===== src/rtl/wb_burst_pkg.sv =====
// Shared types and constants for the Wishbone burst master.
package wb_burst_pkg;

  localparam logic [2:0] CTI_CLASSIC = 3'b000;
  localparam logic [2:0] CTI_INCR    = 3'b010;
  localparam logic [2:0] CTI_EOB     = 3'b111;

  typedef enum logic [1:0] {
    ST_IDLE,
    ST_BURST,
    ST_FINISH
  } state_t;

endpackage


===== src/rtl/wb_burst_master_if.sv =====
// Command, write-data, read-data, status and Wishbone signals of the burst master.
interface wb_burst_master_if #(
  parameter int APP_AW = 26,
  parameter int dw     = 32,
  parameter int bl     = 9
);

  logic              cmd_valid;
  logic              cmd_ready;
  logic [APP_AW-1:0] cmd_addr;
  logic [bl-1:0]     cmd_len;
  logic              cmd_we;

  logic              wdata_valid;
  logic              wdata_ready;
  logic [dw-1:0]     wdata;
  logic [dw/8-1:0]   wsel;

  logic              rdata_valid;
  logic [dw-1:0]     rdata;
  logic              rdata_last;

  logic              done;
  logic              err;
  logic              busy;

  logic              wb_cyc_o;
  logic              wb_stb_o;
  logic              wb_we_o;
  logic [APP_AW-1:0] wb_addr_o;
  logic [dw-1:0]     wb_dat_o;
  logic [dw/8-1:0]   wb_sel_o;
  logic [2:0]        wb_cti_o;
  logic              wb_ack_i;
  logic [dw-1:0]     wb_dat_i;

  modport master (
    input  cmd_valid, cmd_addr, cmd_len, cmd_we,
    input  wdata_valid, wdata, wsel,
    input  wb_ack_i, wb_dat_i,
    output cmd_ready, wdata_ready,
    output rdata_valid, rdata, rdata_last,
    output done, err, busy,
    output wb_cyc_o, wb_stb_o, wb_we_o, wb_addr_o, wb_dat_o, wb_sel_o, wb_cti_o
  );

  modport slave (
    output cmd_valid, cmd_addr, cmd_len, cmd_we,
    output wdata_valid, wdata, wsel,
    output wb_ack_i, wb_dat_i,
    input  cmd_ready, wdata_ready,
    input  rdata_valid, rdata, rdata_last,
    input  done, err, busy,
    input  wb_cyc_o, wb_stb_o, wb_we_o, wb_addr_o, wb_dat_o, wb_sel_o, wb_cti_o
  );

endinterface


===== src/rtl/wb_sync_fifo.sv =====
// Show-ahead synchronous FIFO with full/empty flags and a synchronous flush.
module wb_sync_fifo #(
  parameter int W  = 36,
  parameter int AW = 3
) (
  input  logic         i_clk,
  input  logic         i_rst_n,
  input  logic         i_push,
  input  logic [W-1:0] i_wdata,
  input  logic         i_pop,
  input  logic         i_flush,
  output logic [W-1:0] o_rdata,
  output logic         o_full,
  output logic         o_empty
);

  localparam int DEPTH = 2 ** AW;

  logic [W-1:0]  r_mem [DEPTH];
  logic [AW-1:0] r_wptr;
  logic [AW-1:0] r_rptr;
  logic [AW:0]   r_count;

  logic w_push;
  logic w_pop;

  assign o_full  = (r_count == (AW+1)'(DEPTH));
  assign o_empty = (r_count == '0);

  // A full FIFO still takes a push when the head leaves in the same cycle.
  assign w_push = i_push & (~o_full | i_pop);
  assign w_pop  = i_pop & ~o_empty;

  // Head is forced to zero while empty so stale entries never reach the bus.
  assign o_rdata = o_empty ? '0 : r_mem[r_rptr];

  // NOTE: storage is deliberately not reset; the pointers and count define
  // what is valid, and a reset on the array would cost a flop reset per bit.
  always_ff @(posedge i_clk) begin
    if (w_push) begin
      r_mem[r_wptr] <= i_wdata;
    end
  end

  // NOTE: every sequential assignment uses <= so all registers sample the
  // pre-edge values; blocking = here would make the order of lines matter.
  always_ff @(posedge i_clk or negedge i_rst_n) begin
    if (!i_rst_n) begin
      r_wptr  <= '0;
      r_rptr  <= '0;
      r_count <= '0;
    end else if (i_flush) begin
      r_wptr  <= '0;
      r_rptr  <= '0;
      r_count <= '0;
    end else begin
      if (w_push) begin
        r_wptr <= r_wptr + 1'b1;
      end
      if (w_pop) begin
        r_rptr <= r_rptr + 1'b1;
      end
      case ({w_push, w_pop})
        2'b10:   r_count <= r_count + 1'b1;
        2'b01:   r_count <= r_count - 1'b1;
        default: r_count <= r_count;
      endcase
    end
  end

endmodule


===== src/rtl/wb_burst_master.sv =====
// Wishbone B3 incrementing-burst master with a write FIFO and a no-ack watchdog.
module wb_burst_master
  import wb_burst_pkg::*;
#(
  parameter int APP_AW   = 26,
  parameter int dw       = 32,
  parameter int bl       = 9,
  parameter int WFIFO_AW = 3,
  parameter int TMO_W    = 10
) (
  input  logic             wb_clk_i,
  input  logic             wb_resetn,
  wb_burst_master_if.master bus
);

  localparam int                SW        = dw / 8;
  localparam int                FW        = dw + SW;
  localparam logic [APP_AW-1:0] ADDR_STEP = APP_AW'(SW);
  localparam logic [APP_AW-1:0] ADDR_MASK = ~APP_AW'(SW - 1);
  // The stall that would bring the counter to all-ones is the one that aborts.
  localparam logic [TMO_W-1:0]  TMO_ARM   = TMO_W'(2 ** TMO_W - 2);

  state_t            r_state;
  logic [APP_AW-1:0] r_addr;
  logic [bl-1:0]     r_remain;
  logic              r_we;
  logic              r_cyc;
  logic              r_done;
  logic              r_err;
  logic [TMO_W-1:0]  r_tmo;

  logic          w_fifo_full;
  logic          w_fifo_empty;
  logic          w_fifo_pop;
  logic [FW-1:0] w_fifo_head;
  logic          w_stb;
  logic          w_ack;
  logic          w_last;
  logic          w_stall;
  logic          w_tmo_hit;
  logic          w_rd_ack;

  // A write with nothing queued becomes a master wait state: cyc held, stb low.
  assign w_stb      = r_cyc & (~r_we | ~w_fifo_empty);
  assign w_ack      = w_stb & bus.wb_ack_i;
  assign w_last     = (r_remain == bl'(1));
  assign w_stall    = w_stb & ~bus.wb_ack_i;
  assign w_tmo_hit  = w_stall & (r_tmo == TMO_ARM);
  assign w_rd_ack   = w_ack & ~r_we;
  assign w_fifo_pop = w_ack & r_we;

  wb_sync_fifo #(
    .W  (FW),
    .AW (WFIFO_AW)
  ) u_wfifo (
    .i_clk   (wb_clk_i),
    .i_rst_n (wb_resetn),
    .i_push  (bus.wdata_valid),
    .i_wdata ({bus.wsel, bus.wdata}),
    .i_pop   (w_fifo_pop),
    .i_flush (w_tmo_hit),
    .o_rdata (w_fifo_head),
    .o_full  (w_fifo_full),
    .o_empty (w_fifo_empty)
  );

  always_ff @(posedge wb_clk_i or negedge wb_resetn) begin
    if (!wb_resetn) begin
      r_state  <= ST_IDLE;
      r_addr   <= '0;
      r_remain <= '0;
      r_we     <= 1'b0;
      r_cyc    <= 1'b0;
      r_done   <= 1'b0;
      r_err    <= 1'b0;
      r_tmo    <= '0;
    end else begin
      r_done <= 1'b0;
      r_err  <= 1'b0;
      case (r_state)
        ST_IDLE: begin
          if (bus.cmd_valid) begin
            r_addr   <= bus.cmd_addr & ADDR_MASK;
            r_remain <= bus.cmd_len;
            r_we     <= bus.cmd_we;
            r_tmo    <= '0;
            if (bus.cmd_len == '0) begin
              r_state <= ST_FINISH;
              r_done  <= 1'b1;
            end else begin
              r_state <= ST_BURST;
              r_cyc   <= 1'b1;
            end
          end
        end
        ST_BURST: begin
          if (w_ack) begin
            r_addr   <= r_addr + ADDR_STEP;
            r_remain <= r_remain - 1'b1;
            r_tmo    <= '0;
            if (w_last) begin
              r_cyc   <= 1'b0;
              r_state <= ST_FINISH;
              r_done  <= 1'b1;
            end
          end else if (w_tmo_hit) begin
            r_cyc   <= 1'b0;
            r_tmo   <= '0;
            r_state <= ST_FINISH;
            r_done  <= 1'b1;
            r_err   <= 1'b1;
          end else if (w_stall) begin
            r_tmo <= r_tmo + 1'b1;
          end else begin
            r_tmo <= '0;
          end
        end
        ST_FINISH: begin
          r_state <= ST_IDLE;
        end
        default: begin
          r_state <= ST_IDLE;
        end
      endcase
    end
  end

  assign bus.cmd_ready   = (r_state == ST_IDLE);
  assign bus.busy        = (r_state != ST_IDLE);
  assign bus.done        = r_done;
  assign bus.err         = r_err;
  assign bus.wdata_ready = ~w_fifo_full;

  assign bus.wb_cyc_o  = r_cyc;
  assign bus.wb_stb_o  = w_stb;
  assign bus.wb_we_o   = r_cyc & r_we;
  assign bus.wb_addr_o = r_addr;
  assign bus.wb_cti_o  = !r_cyc ? CTI_CLASSIC : (w_last ? CTI_EOB : CTI_INCR);
  assign bus.wb_dat_o  = w_fifo_head[dw-1:0];
  assign bus.wb_sel_o  = w_fifo_head[FW-1:dw];

  // Read beats leave in the ack cycle; the consumer has no way to stall them.
  assign bus.rdata_valid = w_rd_ack;
  assign bus.rdata       = w_rd_ack ? bus.wb_dat_i : '0;
  assign bus.rdata_last  = w_rd_ack & w_last;

endmodule

===== src/flat_wrapper.sv =====
// flat-port wrapper written by rule: the top's interface ports become plain ports
module wb_burst_master_flat import wb_burst_pkg::*;
#(
  parameter int APP_AW   = 26,
  parameter int dw       = 32,
  parameter int bl       = 9,
  parameter int WFIFO_AW = 3,
  parameter int TMO_W    = 10
)
  (wb_clk_i, wb_resetn, bus_cmd_valid, bus_cmd_addr, bus_cmd_len, bus_cmd_we, bus_wdata_valid, bus_wdata, bus_wsel, bus_wb_ack_i, bus_wb_dat_i, bus_cmd_ready, bus_wdata_ready, bus_rdata_valid, bus_rdata, bus_rdata_last, bus_done, bus_err, bus_busy, bus_wb_cyc_o, bus_wb_stb_o, bus_wb_we_o, bus_wb_addr_o, bus_wb_dat_o, bus_wb_sel_o, bus_wb_cti_o);
  wb_burst_master_if #(.APP_AW(APP_AW), .dw(dw), .bl(bl)) bus_i ();
  input  logic wb_clk_i;
  input  logic wb_resetn;
  input wire logic [$bits(bus_i.cmd_valid)-1:0] bus_cmd_valid;
  input wire logic [$bits(bus_i.cmd_addr)-1:0] bus_cmd_addr;
  input wire logic [$bits(bus_i.cmd_len)-1:0] bus_cmd_len;
  input wire logic [$bits(bus_i.cmd_we)-1:0] bus_cmd_we;
  input wire logic [$bits(bus_i.wdata_valid)-1:0] bus_wdata_valid;
  input wire logic [$bits(bus_i.wdata)-1:0] bus_wdata;
  input wire logic [$bits(bus_i.wsel)-1:0] bus_wsel;
  input wire logic [$bits(bus_i.wb_ack_i)-1:0] bus_wb_ack_i;
  input wire logic [$bits(bus_i.wb_dat_i)-1:0] bus_wb_dat_i;
  output wire logic [$bits(bus_i.cmd_ready)-1:0] bus_cmd_ready;
  output wire logic [$bits(bus_i.wdata_ready)-1:0] bus_wdata_ready;
  output wire logic [$bits(bus_i.rdata_valid)-1:0] bus_rdata_valid;
  output wire logic [$bits(bus_i.rdata)-1:0] bus_rdata;
  output wire logic [$bits(bus_i.rdata_last)-1:0] bus_rdata_last;
  output wire logic [$bits(bus_i.done)-1:0] bus_done;
  output wire logic [$bits(bus_i.err)-1:0] bus_err;
  output wire logic [$bits(bus_i.busy)-1:0] bus_busy;
  output wire logic [$bits(bus_i.wb_cyc_o)-1:0] bus_wb_cyc_o;
  output wire logic [$bits(bus_i.wb_stb_o)-1:0] bus_wb_stb_o;
  output wire logic [$bits(bus_i.wb_we_o)-1:0] bus_wb_we_o;
  output wire logic [$bits(bus_i.wb_addr_o)-1:0] bus_wb_addr_o;
  output wire logic [$bits(bus_i.wb_dat_o)-1:0] bus_wb_dat_o;
  output wire logic [$bits(bus_i.wb_sel_o)-1:0] bus_wb_sel_o;
  output wire logic [$bits(bus_i.wb_cti_o)-1:0] bus_wb_cti_o;
  assign bus_i.cmd_valid = bus_cmd_valid;
  assign bus_i.cmd_addr = bus_cmd_addr;
  assign bus_i.cmd_len = bus_cmd_len;
  assign bus_i.cmd_we = bus_cmd_we;
  assign bus_i.wdata_valid = bus_wdata_valid;
  assign bus_i.wdata = bus_wdata;
  assign bus_i.wsel = bus_wsel;
  assign bus_i.wb_ack_i = bus_wb_ack_i;
  assign bus_i.wb_dat_i = bus_wb_dat_i;
  assign bus_cmd_ready = bus_i.cmd_ready;
  assign bus_wdata_ready = bus_i.wdata_ready;
  assign bus_rdata_valid = bus_i.rdata_valid;
  assign bus_rdata = bus_i.rdata;
  assign bus_rdata_last = bus_i.rdata_last;
  assign bus_done = bus_i.done;
  assign bus_err = bus_i.err;
  assign bus_busy = bus_i.busy;
  assign bus_wb_cyc_o = bus_i.wb_cyc_o;
  assign bus_wb_stb_o = bus_i.wb_stb_o;
  assign bus_wb_we_o = bus_i.wb_we_o;
  assign bus_wb_addr_o = bus_i.wb_addr_o;
  assign bus_wb_dat_o = bus_i.wb_dat_o;
  assign bus_wb_sel_o = bus_i.wb_sel_o;
  assign bus_wb_cti_o = bus_i.wb_cti_o;
  wb_burst_master #(.APP_AW(APP_AW), .dw(dw), .bl(bl), .WFIFO_AW(WFIFO_AW), .TMO_W(TMO_W)) u_core (.wb_clk_i(wb_clk_i), .wb_resetn(wb_resetn), .bus(bus_i));
endmodule

===== config.mk =====
export PLATFORM = sky130hd
export DESIGN_NAME = wb_burst_master_flat
export DESIGN_NICKNAME = d
export VERILOG_FILES = /design/src/rtl/wb_burst_pkg.sv /design/src/rtl/wb_burst_master_if.sv /design/src/rtl/wb_sync_fifo.sv /design/src/rtl/wb_burst_master.sv /design/src/flat_wrapper.sv
export SDC_FILE = /design/constraint.sdc
export NUM_CORES = 1
export LEC_CHECK = 0
export CELL_PAD_IN_SITES_DETAIL_PLACEMENT = 0
export CELL_PAD_IN_SITES_GLOBAL_PLACEMENT = 2
export CORE_ASPECT_RATIO = 0.8
export CORE_MARGIN = 2
export CORE_UTILIZATION = 36
export DETAILED_ROUTE_END_ITERATION = 16
export PLACE_DENSITY = 0.75
export SLEW_MARGIN = 40
export SYNTH_ARGS = -nofsm -noshare
export SYNTH_HDL_FRONTEND = slang
export SYNTH_SLANG_ARGS = --single-unit

===== constraint.sdc =====
create_clock -name wb_clk_i -period 11.8 [get_ports wb_clk_i]
set_input_delay 1.18 -clock wb_clk_i [delete_from_list [all_inputs] [get_ports wb_clk_i]]
set_output_delay 1.18 -clock wb_clk_i [all_outputs]
set_load 0.005 [all_outputs]

==> flow_metrics.tcl, run 1 <==
set metrics [dict create \
    synth_area_sq_um 14600 \
    syn-instance-count 909 \
    fin_crit_ns 4.52 \
    ys.flop_type "edfxtp_1" \
    p_per_area_nw_per_um2 234 \
    cp.required_ns 10.62 \
    drt-initial-drc-count 599 \
    path_max_fanout 46 \
    fin_cells 1699 \
    finClkSkew_ns 0.0196 \
    r2r_cells 9 \
    vias_per_cell 5.01 \
    avgRoutedWirePerCell_microns 20.2 \
    syn_area_per_cell_sq_um 16.1 \
    end_kind "primary output" \
    insertion_delay_ns 0.53 \
    fp.dieArea_sq_um 42300 \
    r2r_slack_ns 9.02 \
    grt_pass1_vias 8681 \
    ys_top_cells_by_count "288 x edfxtp_1, 78 x nor2_1, 72 x mux4_2, 59 x dfrtp_1, 46 x a21oi_1" \
    power_mw 4.35 \
    power_frac_clock_pct 26.3 \
    r2r_end "u_core.u_wfifo.r_count[3]$_DFFE_PN0P_" \
    p_sw_share_pct 30.9 \
    hold_path.startpoint "u_core.r_tmo[9]$_DFFE_PN0P_" \
    n_fill_cell 3542 \
    fin_nets 1245 \
    grt_pass1_wl_microns 52500 \
    portBuffers 211 \
    hpwlAfterDp_microns 20300 \
    vias 8516 \
    hold_violations 0 \
    startpoint_type "flip-flop" \
    coreArea_sq_um 40400 \
    cts.sinks 347 \
    maxSlewViolCount 0 \
    dpl.cell_count 1632 \
    rows 66 \
    cts_setup_buffers 0 \
    yosysMostFrequentCell "edfxtp_1" \
    comb_power_share_pct 34.0 \
    intPower_mw 3.01 \
    grt_start_max_net_pins 75 \
    place_worst_setup_slack_ns 7.65 \
    gp_congestion 0.724 \
    slew_headroom_pct 47.2 \
    htreeDepth 2 \
    crit_slowest_cell "dfrtp_4" \
    finalWorstSetupSlack_ns 7.28 \
    pwr-share-seq_pct 39.7 \
    area_growth_syn_to_layout_pct 27.2 \
    setup_viol 0 \
    cap_violations 0 \
    grtUsageTotal_pct 16.2 \
    ant_nets 0 \
    post_cts_resize_count 0 \
    ir_drop_mv 0.118 \
    clk_path_buf_depth 3 \
    rr_startpoint "u_core.u_wfifo.r_count[3]$_DFFE_PN0P_" \
    hold_path_depth 1 \
    cts_hold_buf 0 \
    ys_warn_count 0 \
    layout-drive-gt1-share_pct 14.8 \
    ys_seq_area_share_pct 69.1 \
    async_flop_share_pct 17.0 \
    synth_top_cell_area_share_pct 59.1 \
    arrival_ns 3.34 \
    p_sw_mw 1.34 \
    worst_slew_pin_slew_ns 0.792 \
    grt_overflow 0 \
    clockRootBuffer "clkbuf_16" \
    initial_core_util_pct 36.3 \
    synth_edf_count 288 \
    synth_seq_cells 347 \
    cts_tree "yes" \
    drc 0 \
    max_stage_delay_ns 0.81 \
    antenna_found_initial 0 \
    clkTransAtPathRegs_ns 0.06 \
    yosys-top-cells-area "edfxtp_1 59%, mux4_2 11%, dfrtp_1 10%, mux2i_1 2.7%, nor2_1 2.0%" \
    path_cells "buf_6 -> mux4_2 -> mux2i_1 -> nor2_1 -> clkdlybuf4s50_1" \
    antenna_cells 0 \
    leakagePower_nw 6.39 \
    rsz0062_at_grt "false" \
    die_w_microns 230 \
    fin_tns_setup_ns 0 \
    finalCritPeriodShare_pct 38.3 \
    max_clock_freq_mhz 221 \
    fp.dieH_microns 184 \
    pin_count 216 \
    hold_slack_ns 0.496 \
    hold_class "flip-flop to flip-flop" \
    yosysTopAreaCell "edfxtp_1" \
    postRouteWirelength_microns 34300 \
    crit_type "flip-flop to primary output" \
    holdPathEnd "u_core.r_tmo[9]$_DFFE_PN0P_" \
    firstDrtPassIters 5 \
    cts_buffers 37 \
    synth.distinct_cells 62 \
    status "completed" \
]
[power by group through the flow]
stage | Sequential (mW) | Combinational [mW] | Clock (mW)
2_1_floorplan | 1.67 | 0.898 | 0
3_3_place_gp | 1.75 | 1.51 | 0
3_5_place_dp | 1.75 | 1.51 | 0
4_1_cts | 1.73 | 1.52 | 1.17
5_1_grt | 1.76 | 1.62 | 1.22
6_report | 1.73 | 1.48 | 1.14
[registers in the layout, summed over array words and instances, names as in the netlist]
signal,cells
u_core.u_wfifo.r_mem,288
u_core.bus.wb_addr_o,24
u_core.r_tmo,10
u_core.r_remain,9
u_core.u_wfifo.r_count,4
u_core.u_wfifo.r_rptr,3
u_core.u_wfifo.r_wptr,3
u_core.r_state,2
u_core.bus.done,1
u_core.bus.err,1
u_core.bus.wb_cyc_o,1
u_core.r_we,1
[cell type report]
type,instances,area (sq um),area share (%)
inverter,12,45.0,0.242
sequential,347,10100,54.4
timing repair buffer,229,2250,12.1
multi-input combinational,500,4330,23.3
clock inverter,22,231,1.24
tap,544,681,3.65
clock buffer,45,956,5.13
[critical path, delay by kind of cell, from the launching register on]
kind | cells | cell delay, ns
multiplexers | 2 | 0.75
AND/OR/NAND/NOR | 1 | 0.09
flip-flops | 1 | 0.81
buffers and inverters | 2 | 1.12
[how the worst max path moves through the flow]
stage,startpoint,to,depth (start not counted)
floorplan,bus_wb_ack_i,u_core.u_wfifo.r_mem[0][0]$_DFFE_PP_,4
CTS,u_core.u_wfifo.r_rptr[0]$_DFFE_PN0P_,bus_wb_dat_o[23],5
global route,u_core.u_wfifo.r_rptr[0]$_DFFE_PN0P_,bus_wb_dat_o[24],5
finish,u_core.u_wfifo.r_rptr[0]$_DFFE_PN0P_,bus_wb_dat_o[16],5
detailed placement,bus_wb_ack_i,bus_rdata[17],6
global placement,u_core.u_wfifo.r_rptr[0]$_DFFE_PN0P_,bus_wb_dat_o[23],5
[routing by layer]
layer  vias to the layer above  wire length, microns  GRT usage [%]
li1                       3993                     -              -
met1                      4301                 16000           23.3
met2                       178                 16300           25.8
met3                        44                  1360           2.52
met4                         0                   580           3.92
met5                         -                     0              0
[cells by family (layout without fill, tap and decap cells)]
logic type                 count (synthesis)  count (layout)  synth area share [%]
AOI/OAI and AO/OA                        138             138                  5.74
and+or+nand+nor                          227             227                  7.88
adders and majority gates                  9               9                 0.769
other                                      1               2                0.0256
muxes                                    115             115                  14.1
DFF                                      347             347                  69.1
xor gates and xnor gates                   9               9                 0.538
buffers and inverters                     63             308                  1.85
[cells in the final DEF (no fill, tap or decap), types with 9 or more instances in the layout]
master           instances
a21oi_1                 46
a31oi_1                  9
and2_1                  37
buf_4                   15
clkbuf_16               37
clkdlybuf4s50_1        210
dfrtp_1                 56
edfxtp_1               288
ha_1                     9
inv_1                   12
mux2i_1                 40
mux4_2                  72
nand2_1                 40
nand3_1                 15
nand4_1                 12
nor2_1                  72
o21ai_0                 37
o22ai_1                  9
[per-stage QoR]
stage | utilization (%) | instance area, sq um
floorplan | - | 14600
global route | 46.1 | 18600
global placement | 43.2 | 17400
finish | 46.1 | 18600
detailed placement | 43.2 | 17400
CTS | 46.1 | 18600
(Power assumes the default switching activity.)
==> run 2: changes to the inputs <==
==> constraint.sdc (replaced) <==
create_clock -name wb_clk_i -period 4.7 [get_ports wb_clk_i]
set_input_delay 0.47 -clock wb_clk_i [delete_from_list [all_inputs] [get_ports wb_clk_i]]
set_output_delay 0.47 -clock wb_clk_i [all_outputs]
set_load 0.005 [all_outputs]
==> run 2 against run 1 <==
Global-route usage barely moved. Setup slack lost 6.1 ns. First-iteration DRC count up 6.7%. Clock skew shrank 0.0034 ns. Die area did not move. Via count up 1.5%. Routed wire length up 0.20%. Worst hold slack worse by 0.12 ns. Cell count grew 0.35%. Count of clock-buffer cells in the layout is 3 higher.
==> flow_metrics.tcl, run 2 (same netlist as run 1, synthesis figures left out) <==
set metrics [dict create \
    status "completed" \
    clkTransAtPathRegs_ns 0.06 \
    fin_crit_ns 3.50 \
    startpoint "u_core.u_wfifo.r_rptr[0]$_DFFE_PN0P_" \
    finClkSkew_ns 0.0162 \
    clockRootBuffer "clkbuf_16" \
    grt_start_max_net_pins 49 \
    worst_slew_pin_slew_ns 0.761 \
    cp.required_ns 4.23 \
    grt_pass1_vias 8739 \
    maxSlewViolCount 0 \
    grtUsageTotal_pct 16.2 \
    r2r_cells 8 \
    hold_class "input pin to async pin" \
    layout_commonest_cell "edfxtp_1" \
    die_w_microns 230 \
    htreeDepth 2 \
    portBuffers 211 \
    drc 0 \
    avgRoutedWirePerCell_microns 20.2 \
    fin_util_pct 46.3 \
    area_growth_syn_to_layout_pct 27.6 \
    cap_violations 0 \
    setup_viol 0 \
    pin_count 216 \
    end_kind "primary output" \
    antenna_found_initial 1 \
    finalCritPeriodShare_pct 74.5 \
    antenna_cells 0 \
    fin_nets 1252 \
    drt-initial-drc-count 639 \
    cts_buffers 36 \
    rr_startpoint "u_core.u_wfifo.r_count[1]$_DFFE_PN0P_" \
    met1_usage_pct 23.2 \
    p_per_area_nw_per_um2 584 \
    max_clock_freq_mhz 286 \
    hold_violations 0 \
    fin_tns_setup_ns 0 \
    insertion_delay_ns 0.53 \
    met2_usage_pct 25.8 \
    r2r_end "u_core.u_wfifo.r_count[3]$_DFFE_PN0P_" \
    n_fill_cell 3551 \
    largest_reg_flops 288 \
    clk_path_buf_depth 3 \
    postRouteWirelength_microns 34400 \
    path_max_fanout 22 \
    leakagePower_nw 6.42 \
    cts.sinks 347 \
    vias 8643 \
    fp.dieH_microns 184 \
    firstDrtPassIters 5 \
    grt_pass1_wl_microns 52500 \
    vias_per_cell 5.07 \
    cts_tree "yes" \
    r2r_slack_ns 2.19 \
    startpoint_type "flip-flop" \
    grt_overflow 0 \
    rsz0062_at_grt "false" \
    grt.busiest_layer "met2" \
    ir_drop_mv 0.254 \
    arrival_ns 3.03 \
    fp.dieArea_sq_um 42300 \
    crit_end "bus_wb_sel_o[1]" \
    initial_core_util_pct 36.3 \
    hpwlAfterDp_microns 20800 \
    cts_setup_buffers 0 \
    slew_headroom_pct 49.2 \
    regMostFlops "u_core.u_wfifo.r_mem" \
    layout-drive-gt1-share_pct 14.6 \
    met3_usage_pct 2.83 \
    ant_nets 0 \
    crit_type "flip-flop to primary output" \
    rows 66 \
    coreArea_sq_um 40400 \
    final_cell_mix "288 x edfxtp_1, 210 x clkdlybuf4s50_1, 72 x nor2_1, 72 x mux4_2, 56 x dfrtp_1" \
    cts_hold_buf 1 \
    post_cts_resize_count 0 \
    gp_congestion 0.721 \
]
## run 2: changes by cell type in the layout (fill, tap and decap cells not counted), moves of 2 or more
cell and change:
clkinvlp_4 -2, clkinv_1 +5, clkinv_2 -5, buf_6 -3
clkbuf_1 +2, buf_4 +8
## run 2: metrics by stage
| stage | area, sq um | power [mW] | hold WS (ns) | worst slack (ns) | cells |
|---|---|---|---|---|---|
| after detailed placement | 17500 | 8.22 | 0.371 | 1.55 | 1638 |
| after CTS | 18600 | 11.1 | 0.392 | 1.11 | 1704 |
| final | 18700 | 10.9 | 0.379 | 1.20 | 1705 |
| after global placement | 17500 | 8.20 | 0.375 | 1.56 | 1638 |
| after floorplan | 14600 | 6.45 | 0.174 | 0.698 | 910 |
| after global routing | 18700 | 11.6 | 0.418 | 0.996 | 1705 |
## run 2: routing by layer
metal  part of all wire (%)  up-vias
met5                  0.038        -
met3                    3.8       45
met2                     48      153
met4                    1.6        2
li1                       -     4009
met1                     47     4434
## run 2: report_power, final
part	internal (mW)	total (mW)	switching [mW]	leakage, nW
Clock	1.65	2.81	1.16	0.558
Combinational	2.01	3.72	1.71	2.54
Sequential	3.89	4.38	0.483	3.32
Total	7.55	10.9	3.35	6.42
## run 2: layout make-up
cell class / instances / area, sq um / area share [%]
sequential: 347 / 10100 / 54.2
timing repair buffer: 237 / 2340 / 12.5
clock inverter: 17 / 168 / 0.897
tap: 544 / 681 / 3.64
inverter: 12 / 45.0 / 0.241
multi-input combinational: 500 / 4330 / 23.2
clock buffer: 48 / 988 / 5.29
## run 2: how the worst min path moves through the flow
stage	startpoint	endpoint	slack, ns	cells past startpoint
2_1_floorplan	wb_resetn	u_core.bus.done$_DFF_PN0_	0.17	0
3_3_place_gp	wb_resetn	u_core.u_wfifo.r_count[3]$_DFFE_PN0P_	0.38	1
3_5_place_dp	wb_resetn	u_core.u_wfifo.r_count[3]$_DFFE_PN0P_	0.37	1
4_1_cts	wb_resetn	u_core.u_wfifo.r_count[2]$_DFFE_PN0P_	0.39	2
5_1_grt	wb_resetn	u_core.u_wfifo.r_count[2]$_DFFE_PN0P_	0.42	2
6_report	wb_resetn	u_core.u_wfifo.r_count[2]$_DFFE_PN0P_	0.38	2
## run 2: critical path, cell delays in order (launching register included)
cell and delay (ns):
dfrtp_4 0.72, buf_4 0.40, mux4_2 0.55, mux2i_1 0.27, nor2_1 0.07, clkdlybuf4s50_1 0.47
==> run 3: changes to the inputs <==
--- a/config.mk
+++ b/config.mk
@@ -9,9 +9,9 @@
 export CELL_PAD_IN_SITES_GLOBAL_PLACEMENT = 2
 export CORE_ASPECT_RATIO = 0.8
 export CORE_MARGIN = 2
-export CORE_UTILIZATION = 36
+export CORE_UTILIZATION = 35
 export DETAILED_ROUTE_END_ITERATION = 16
-export PLACE_DENSITY = 0.75
+export PLACE_DENSITY = 0.76
 export SLEW_MARGIN = 40
 export SYNTH_ARGS = -nofsm -noshare
 export SYNTH_HDL_FRONTEND = slang
==> constraint.sdc (replaced) <==
create_clock -name wb_clk_i -period 2.8 [get_ports wb_clk_i]
set_input_delay 0.28 -clock wb_clk_i [delete_from_list [all_inputs] [get_ports wb_clk_i]]
set_output_delay 0.28 -clock wb_clk_i [all_outputs]
set_load 0.005 [all_outputs]
==> run 3 against run 2 <==
Register-to-register slack lost 1.7 ns. Via count rose by 1.4%. Critical path depth rose by 1. Core utilization rose by 0.060 points. First-iteration DRC count is 10% higher. Clock skew rose by 0.00098 ns. Critical path type unchanged.
==> flow_metrics.tcl, run 3 (same netlist as run 1, synthesis figures left out) <==
set metrics [dict create \
    status "completed" \
    insertion_delay_ns 0.53 \
    antenna_found_initial 1 \
    layout-drive-gt1-share_pct 17.5 \
    gp_congestion 0.766 \
    comb_power_share_pct 38.7 \
    drc 0 \
    fin_util_pct 46.3 \
    r2r_cells 5 \
    n_fill_cell 3675 \
    portBuffers 211 \
    met3_usage_pct 2.48 \
    hold_violations 0 \
    regMostFlops "u_core.u_wfifo.r_mem" \
    startpoint_type "flip-flop" \
    drt-initial-drc-count 705 \
    p_sw_share_pct 31.2 \
    path_max_fanout 5 \
    grt.busiest_layer "met2" \
    worst_slew_pin_slew_ns 0.826 \
    initial_core_util_pct 35.2 \
    leakagePower_nw 6.88 \
    grtUsageTotal_pct 16.1 \
    ir_drop_mv 0.411 \
    fp.dieArea_sq_um 43500 \
    cts_buffers 37 \
    fp.dieH_microns 187 \
    power_frac_clock_pct 23.5 \
    clk_path_buf_depth 3 \
    hold_slack_ns 0.266 \
    fin_cells 1747 \
    met1_usage_pct 23.1 \
    fin_tns_setup_ns 0 \
    coreArea_sq_um 41600 \
    p_sw_mw 5.88 \
    met2_usage_pct 25.6 \
    pwr-share-seq_pct 37.8 \
    clkTransAtPathRegs_ns 0.06 \
    area_growth_syn_to_layout_pct 31.5 \
    place_worst_setup_slack_ns 0.317 \
    pin_count 216 \
    dpl.cell_count 1652 \
    ant_nets 0 \
    startpoint "u_core.u_wfifo.r_rptr[0]$_DFFE_PN0P_" \
    layout_commonest_cell "edfxtp_1" \
    power_mw 18.8 \
    finalWorstSetupSlack_ns 0.0481 \
    fin_crit_ns 2.75 \
    cap_violations 0 \
    avgRoutedWirePerCell_microns 20.4 \
    placed_cell_area_sq_um 17700 \
    end_kind "primary output" \
    cts_tree "yes" \
    vias_per_cell 5.02 \
    cts.sinks 347 \
    setup_viol 0 \
    rows 67 \
    rr_startpoint "u_core.u_wfifo.r_count[1]$_DFFE_PN0P_" \
    clockRootBuffer "clkbuf_16" \
    grt_pass1_wl_microns 53800 \
    r2r_slack_ns 0.45 \
    slew_headroom_pct 44.8 \
    postRouteWirelength_microns 35600 \
    finClkSkew_ns 0.0171 \
    p_per_area_nw_per_um2 978 \
    rsz0062_at_grt "true" \
    grt_overflow 0 \
    fin_nets 1286 \
    grt_pass1_vias 8912 \
    crit_end "bus_wb_dat_o[6]" \
    r2r_end "u_core.u_wfifo.r_mem[4][11]$_DFFE_PP_" \
    final_area_sq_um 19300 \
    vias 8767 \
    largest_reg_flops 288 \
    hpwlAfterDp_microns 21000 \
    firstDrtPassIters 4 \
    grt_start_max_net_pins 61 \
    htreeDepth 2 \
    die_w_microns 233 \
    crit_type "flip-flop to primary output" \
    max_clock_freq_mhz 363 \
    maxSlewViolCount 0 \
    intPower_mw 13.0 \
    cp.required_ns 2.52 \
    final_cell_mix "288 x edfxtp_1, 179 x clkdlybuf4s50_1, 72 x mux4_2, 66 x nor2_1, 55 x dfrtp_1" \
    finalCritPeriodShare_pct 98.3 \
    hold_class "input pin to async pin" \
    arrival_ns 2.47 \
]
[run 3: how the worst min path moves through the flow]
stage / from / end / depth (start not counted) / slack [ns]
after floorplan: wb_resetn / u_core.bus.done$_DFF_PN0_ / 0 / -0.02
after global placement: wb_resetn / u_core.r_we$_DFFE_PN0P_ / 1 / 0.44
after detailed placement: wb_resetn / u_core.r_we$_DFFE_PN0P_ / 1 / 0.28
after CTS: wb_resetn / u_core.r_we$_DFFE_PN0P_ / 2 / 0.28
after global routing: wb_resetn / u_core.r_we$_DFFE_PN0P_ / 2 / 0.32
final: wb_resetn / u_core.r_we$_DFFE_PN0P_ / 2 / 0.27
[run 3: repair_timing]
item | CTS | global route
cloned | 2 | 4
hold buffers | 1 | 0
endpoints found under the setup margin | 35 | 59
resized for setup | 21 | 32
setup buffers | 5 | 17
endpoints found under the hold margin | 32 | 0
pin swaps | 2 | 0
[run 3: layout make-up]
type	count	area, sq um	area share [%]
Clock buffer	53	1010	5.22
Multi-Input combinational cell	500	4370	22.7
Antenna cell	1	2.50	0.0130
Timing Repair Buffer	270	2960	15.4
Inverter	12	45.0	0.234
Tap cell	552	691	3.59
Clock inverter	12	60.1	0.312
Sequential cell	347	10100	52.6
[run 3: metal layers]
layer / vias up / wire length [microns]
li1: 4077 / -
met1: 4499 / 16500
met2: 145 / 17300
met3: 46 / 1260
met4: 0 / 635
met5: - / 0
[run 3: critical path, cell delays in order (launching register included)]
cell	delay (ns)
dfrtp_4	0.44
buf_8	0.15
clkbuf_16	0.17
mux4_2	0.48
mux2i_1	0.18
nor2_2	0.08
clkdlybuf4s50_1	0.45
[run 3: power groups by stage]
stage | Sequential [mW] | Clock, mW | Combinational (mW)
4_1_cts | 7.12 | 4.52 | 7.08
5_1_grt | 7.23 | 4.71 | 7.93
2_1_floorplan | 7.04 | 0 | 3.79
3_3_place_gp | 7.22 | 0 | 6.77
3_5_place_dp | 7.25 | 0 | 6.81
6_report | 7.13 | 4.42 | 7.29
